**src/rtl/stopwatch_display_if.sv**
```systemverilog
// Stopwatch I/O bundle: divider levels, operator controls and count/display outputs.
// The slave side is the stopwatch; the master side feeds it and observes it.
interface stopwatch_display_if;
  logic       clk_1Hz;
  logic       clk_2Hz;
  logic       clk_5Hz;
  logic       clk_500Hz;
  logic       btn_pause;
  logic       sw_adj;
  logic       sw_sel;
  logic [5:0] minutes;
  logic [5:0] seconds;
  logic [3:0] an;
  logic [6:0] seg;

  modport master (
    output clk_1Hz, clk_2Hz, clk_5Hz, clk_500Hz, btn_pause, sw_adj, sw_sel,
    input  minutes, seconds, an, seg
  );

  modport slave (
    input  clk_1Hz, clk_2Hz, clk_5Hz, clk_500Hz, btn_pause, sw_adj, sw_sel,
    output minutes, seconds, an, seg
  );
endinterface

```
**src/rtl/stopwatch_display.sv**
```systemverilog
// MM:SS stopwatch with pause/adjust, driving a 4-digit multiplexed common-anode display.
// Divider outputs are sampled as levels on clk and edge-detected; they never clock flops.
module stopwatch_display #(
  parameter int SYNC_STAGES = 2
) (
  input logic               clk,
  input logic               rst,
  stopwatch_display_if.slave sw
);
  localparam int NIN     = 7;
  localparam int I_1HZ   = 0;
  localparam int I_2HZ   = 1;
  localparam int I_500HZ = 2;
  localparam int I_PAUSE = 3;
  localparam int I_5HZ   = 4;
  localparam int I_ADJ   = 5;
  localparam int I_SEL   = 6;

  logic [NIN-1:0]                  raw, synced;
  logic [SYNC_STAGES-1:0][NIN-1:0] sync_q, sync_d;
  logic [3:0]                      hist_q, hist_d, tick;
  logic [5:0]                      min_q, min_d, sec_q, sec_d;
  logic                            paused_q, paused_d;
  logic [1:0]                      idx_q, idx_d;
  logic [3:0]                      an_q, an_d;
  logic [6:0]                      seg_q, seg_d;
  logic [3:0]                      digit;
  logic                            adj, sel, blink, blank;

  function automatic logic [5:0] inc60(input logic [5:0] v);
    return (v == 6'd59) ? 6'd0 : v + 6'd1;
  endfunction

  function automatic logic [6:0] seg_dec(input logic [3:0] d);
    case (d)
      4'd0:    return 7'b1000000;
      4'd1:    return 7'b1111001;
      4'd2:    return 7'b0100100;
      4'd3:    return 7'b0110000;
      4'd4:    return 7'b0011001;
      4'd5:    return 7'b0010010;
      4'd6:    return 7'b0000010;
      4'd7:    return 7'b1111000;
      4'd8:    return 7'b0000000;
      4'd9:    return 7'b0010000;
      default: return 7'b1111111;
    endcase
  endfunction

  // Edge-detected inputs occupy the low four bits so tick lines up with hist.
  assign raw = {sw.sw_sel, sw.sw_adj, sw.clk_5Hz, sw.btn_pause,
                sw.clk_500Hz, sw.clk_2Hz, sw.clk_1Hz};

  always_comb begin
    sync_d[0] = raw;
    for (int s = 1; s < SYNC_STAGES; s++) sync_d[s] = sync_q[s-1];
    synced = sync_q[SYNC_STAGES-1];
    hist_d = synced[3:0];
    tick   = synced[3:0] & ~hist_q;
    adj    = synced[I_ADJ];
    sel    = synced[I_SEL];
    blink  = synced[I_5HZ];
  end

  // Count and pause; the run-mode gate sees paused_q, so a same-cycle pause
  // tick does not suppress the 1 Hz step it coincides with.
  always_comb begin
    min_d    = min_q;
    sec_d    = sec_q;
    paused_d = paused_q ^ tick[I_PAUSE];
    if (adj) begin
      if (tick[I_2HZ]) begin
        if (sel) sec_d = inc60(sec_q);
        else     min_d = inc60(min_q);
      end
    end else if (tick[I_1HZ] && !paused_q) begin
      sec_d = inc60(sec_q);
      if (sec_q == 6'd59) min_d = inc60(min_q);
    end
  end

  always_comb begin
    idx_d = idx_q + {1'b0, tick[I_500HZ]};
    case (idx_q)
      2'd0:    digit = 4'(sec_q % 6'd10);
      2'd1:    digit = 4'(sec_q / 6'd10);
      2'd2:    digit = 4'(min_q % 6'd10);
      default: digit = 4'(min_q / 6'd10);
    endcase
    // Index bit 1 marks the minutes digits.
    blank = adj && blink && (sel ? !idx_q[1] : idx_q[1]);
    an_d  = blank ? 4'b1111 : ~(4'b0001 << idx_q);
    seg_d = seg_dec(digit);
  end

  always_ff @(posedge clk or negedge rst) begin
    if (!rst) begin
      sync_q   <= '0;
      hist_q   <= '0;
      min_q    <= '0;
      sec_q    <= '0;
      paused_q <= 1'b0;
      idx_q    <= '0;
      an_q     <= 4'b1111;
      seg_q    <= 7'b1111111;
    end else begin
      sync_q   <= sync_d;
      hist_q   <= hist_d;
      min_q    <= min_d;
      sec_q    <= sec_d;
      paused_q <= paused_d;
      idx_q    <= idx_d;
      an_q     <= an_d;
      seg_q    <= seg_d;
    end
  end

  assign sw.minutes = min_q;
  assign sw.seconds = sec_q;
  assign sw.an      = an_q;
  assign sw.seg     = seg_q;
endmodule
```
**src/flat_wrapper.sv**
```systemverilog
// flat-port wrapper written by rule: the top's interface ports become plain ports
module stopwatch_display_flat 
#(
  parameter int SYNC_STAGES = 2
)
  (clk, rst, sw_clk_1Hz, sw_clk_2Hz, sw_clk_5Hz, sw_clk_500Hz, sw_btn_pause, sw_sw_adj, sw_sw_sel, sw_minutes, sw_seconds, sw_an, sw_seg);
  stopwatch_display_if sw_i ();
  input logic clk;
  input logic rst;
  input wire logic [$bits(sw_i.clk_1Hz)-1:0] sw_clk_1Hz;
  input wire logic [$bits(sw_i.clk_2Hz)-1:0] sw_clk_2Hz;
  input wire logic [$bits(sw_i.clk_5Hz)-1:0] sw_clk_5Hz;
  input wire logic [$bits(sw_i.clk_500Hz)-1:0] sw_clk_500Hz;
  input wire logic [$bits(sw_i.btn_pause)-1:0] sw_btn_pause;
  input wire logic [$bits(sw_i.sw_adj)-1:0] sw_sw_adj;
  input wire logic [$bits(sw_i.sw_sel)-1:0] sw_sw_sel;
  output wire logic [$bits(sw_i.minutes)-1:0] sw_minutes;
  output wire logic [$bits(sw_i.seconds)-1:0] sw_seconds;
  output wire logic [$bits(sw_i.an)-1:0] sw_an;
  output wire logic [$bits(sw_i.seg)-1:0] sw_seg;
  assign sw_i.clk_1Hz = sw_clk_1Hz;
  assign sw_i.clk_2Hz = sw_clk_2Hz;
  assign sw_i.clk_5Hz = sw_clk_5Hz;
  assign sw_i.clk_500Hz = sw_clk_500Hz;
  assign sw_i.btn_pause = sw_btn_pause;
  assign sw_i.sw_adj = sw_sw_adj;
  assign sw_i.sw_sel = sw_sw_sel;
  assign sw_minutes = sw_i.minutes;
  assign sw_seconds = sw_i.seconds;
  assign sw_an = sw_i.an;
  assign sw_seg = sw_i.seg;
  stopwatch_display #(.SYNC_STAGES(SYNC_STAGES)) u_core (.clk(clk), .rst(rst), .sw(sw_i));
endmodule
```
**config.mk**
```make
export PLATFORM = sky130hd
export DESIGN_NAME = stopwatch_display_flat
export DESIGN_NICKNAME = d
export VERILOG_FILES = /design/src/rtl/stopwatch_display_if.sv /design/src/rtl/stopwatch_display.sv /design/src/flat_wrapper.sv
export SDC_FILE = /design/constraint.sdc
export NUM_CORES = 1
export LEC_CHECK = 0
export ABC_CLOCK_PERIOD_IN_PS = 8500
export BUFFER_PORTS_ARGS = -buffer_cell sky130_fd_sc_hd__buf_2
export CORE_MARGIN = 10
export CORE_UTILIZATION = 62
export DETAILED_ROUTE_END_ITERATION = 8
export PLACE_DENSITY = 0.86
export SLEW_MARGIN = 40
export SYNTH_ARGS = -nofsm -noshare
export SYNTH_HDL_FRONTEND = slang
export SYNTH_SLANG_ARGS = --single-unit
```
**constraint.sdc**
```tcl
create_clock -name clk -period 8.5 [get_ports clk]
set_input_delay 1.7 -clock clk [delete_from_list [all_inputs] [get_ports clk]]
set_output_delay 1.7 -clock clk [all_outputs]
set_load 0.05 [all_outputs]
```
==> out/metrics.yaml <==
routing:
  drt_iter0_markers: 174
  ant_nets: 0
  num_vias: 1855
  avgRoutedWirePerCell_um: 16.8
  wl_mm: 5.09
  dr.pass1.iters: 4
  viasPerCell: 6.12
  drc: 0
cells_and_area:
  final_common_cell: "dfrtp_1"
  drive_gt1_frac: 0.282
  area_growth_pct: 10.1
  multi_input_area_sq_um: 1240
  diodes: 0
  seqCellArea_sq_um: 1110
  final_cell_mix: "33 x dfrtp_1, 30 x buf_2, 15 x mux2i_1"
  nets: 274
  fillers: 264
logic_synthesis:
  async_flop_share: 1.00
  synthesis.area_sq_um: 2470
  synth-edff-count: 0
  synth_cell_types: 63
  synth.avg_cell_area_sq_um: 10.7
  syn_nets: 250
  synth_cells: 230
  ys_ff_latch: 44
  yosys_warnings: 0
  seq_area_frac_synth: 0.451
  synth_flop_cell: "dfrtp_1"
floorplanning:
  initial_core_util: 0.660
  die-area_sq_um: 6910
  rows: 22
  die_y_um: 83.1
  ioPinCount: 32
  die_w_um: 83.1
  core_sq_um: 3740
timing:
  fmax_mhz: 239
  period_minus_slack_ns: 4.19
  maxSlewHeadroom: 0.474
  rsz0062_at_grt: "no"
  fin_crit_sh: 0.493
  drv_slew: 0
  worstMarginPinSlew_ns: 0.784
  finalHoldViolations: 0
  finClkSkew_ns: 0.00830
  setup_viol: 0
  setup_tns_ns: 0
cts:
  postCtsHoldBufs: 0
  clock_sinks: 44
  clk_latency_ns: 0.31
  tritoncts: "built"
  cts_made_buffers: 5
  path_clk_slew_ns: 0.09
  root_buffer: "clkbuf_8"
  htree_levels: 2
  cts_setup_buffers: 0
  clockBufferDepth: 2
  ctsResizeCount: 0
critical_path:
  r2r-start: "u_core.idx_q[0]$_DFF_PN0_"
  ff2ff_setup_slack_ns: 4.31
  crit_path_end: "u_core.sw.seg[5]$_DFF_PN1_"
  crit_type: "flip-flop to flip-flop"
  cp.required_ns: 8.70
  crit_start: "u_core.idx_q[0]$_DFF_PN0_"
  worstRegToRegCells: 12
  worstPathMaxFanout: 20
  endpoint_kind: "flip-flop"
  critPathLaunchType: "flip-flop"
  worstReg2RegEnd: "u_core.sw.seg[5]$_DFF_PN1_"
  critPathArrivalTime_ns: 4.39
place:
  port_buffers: 31
  gp_congestion: 0.885
  hpwl_mm: 3.57
status:
  outcome: "completed"
grt:
  gr-total-overflow: 0
  grt_max_degree: 45
  grt_pass1_wl_mm: 8.74
  antenna_found_initial: 0
  first_global_vias: 1858
  grt.total_usage: 0.148
min_path:
  hold_class: "flip-flop to flip-flop"
job:
  drv_cap: 0
[cell families (layout without fill, tap and decap cells)]
| family | count (synthesis) | after routing | synth area share |
|---|---|---|---|
| buf+inv | 23 | 48 | 0.0501 |
| flops | 44 | 44 | 0.451 |
| simple gates | 67 | 67 | 0.156 |
| fa+ha+maj | 11 | 11 | 0.0557 |
| xor+xnor | 5 | 5 | 0.0177 |
| mux | 23 | 23 | 0.104 |
| compound gates | 57 | 57 | 0.165 |
[sequential cells by signal, summed over array words and instances, names as in the netlist]
signal / flops
u_core.hist_q: 4
u_core.sync_d: 7
u_core.sw.seconds: 6
u_core.sw.seg: 7
u_core.idx_q: 2
u_core.sw.minutes: 6
u_core.sw.an: 4
u_core.paused_q: 1
u_core.synced: 7
[worst min-delay path by stage]
stage / startpoint / to / slack (ns) / cells past startpoint
5_1_grt: u_core.sync_d[10]$_DFF_PN0_ / u_core.synced[3]$_DFF_PN0_ / 0.36 / 0
3_3_place_gp: u_core.sync_d[13]$_DFF_PN0_ / u_core.synced[6]$_DFF_PN0_ / 0.33 / 0
4_1_cts: u_core.sync_d[12]$_DFF_PN0_ / u_core.synced[5]$_DFF_PN0_ / 0.35 / 0
3_5_place_dp: u_core.sync_d[12]$_DFF_PN0_ / u_core.synced[5]$_DFF_PN0_ / 0.33 / 0
2_1_floorplan: u_core.sync_d[7]$_DFF_PN0_ / u_core.synced[0]$_DFF_PN0_ / 0.33 / 0
6_report: u_core.sync_d[12]$_DFF_PN0_ / u_core.synced[5]$_DFF_PN0_ / 0.35 / 0
[layer usage]
metal  GRT usage  vias up  wire length (um)
met1       0.182      888              2240
li1            -      885                 -
met4      0.0615        0                89
met2       0.242       73              2440
met3      0.0361        9               317
met5           0        -                 0
[Yosys cell counts, drive strengths merged, types with 2 or more instances]
cell,count,area share
dfrtp,33,0.33
mux2i,17,0.075
nand2,14,0.021
nor2,14,0.021
o21ai,13,0.026
dfstp,11,0.12
ha,11,0.056
a21oi,9,0.020
inv,9,0.014
buf,8,0.027
nand2b,8,0.020
clkbuf,6,0.0091
mux2,6,0.029
nand3,6,0.012
nor3,6,0.014
a21o,4,0.012
a211oi,3,0.0091
a31o,3,0.011
a31oi,3,0.0076
nor3b,3,0.014
o211ai,3,0.0091
xnor2,3,0.011
a211o,2,0.0071
a32o,2,0.0081
nor2b,2,0.0081
nor4,2,0.0051
nor4bb,2,0.0081
o22ai,2,0.0051
o31ai,2,0.0061
xor2,2,0.0071
[critical path, cell delays in order, from the launching register on]
cell and delay (ns):
dfrtp_1 0.62, nor2b_4 0.38, mux2i_2 0.45, ha_1 0.25
and4b_1 0.20, a31oi_1 0.08, a211o_1 0.34, a32o_1 0.23
ha_1 0.30, nor4_1 0.06, nor3_2 0.69, nor3b_4 0.39
a311oi_2 0.08
[metrics by stage]
stage,worst slack [ns],util,std cells,area [sq um],hold slack (ns)
2_1_floorplan,4.97,-,230,2470,0.331
3_3_place_gp,4.58,0.693,295,2590,0.332
3_5_place_dp,4.39,0.694,295,2600,0.335
4_1_cts,4.37,0.725,303,2710,0.355
5_1_grt,4.04,0.726,303,2720,0.363
6_report,4.31,0.726,303,2720,0.353
[cell type report]
type,instances,share of cell area
inverters,9,0.0124
clock inverters,3,0.0170
flip-flops and latches,44,0.410
multi-input cells,163,0.455
clock buffers,5,0.0253
well taps,48,0.0221
repair buffers,31,0.0580
Power is left out: the tool's default activity adds up to more than one toggle a clock period on the data nets, which glitch-free logic cannot reach.
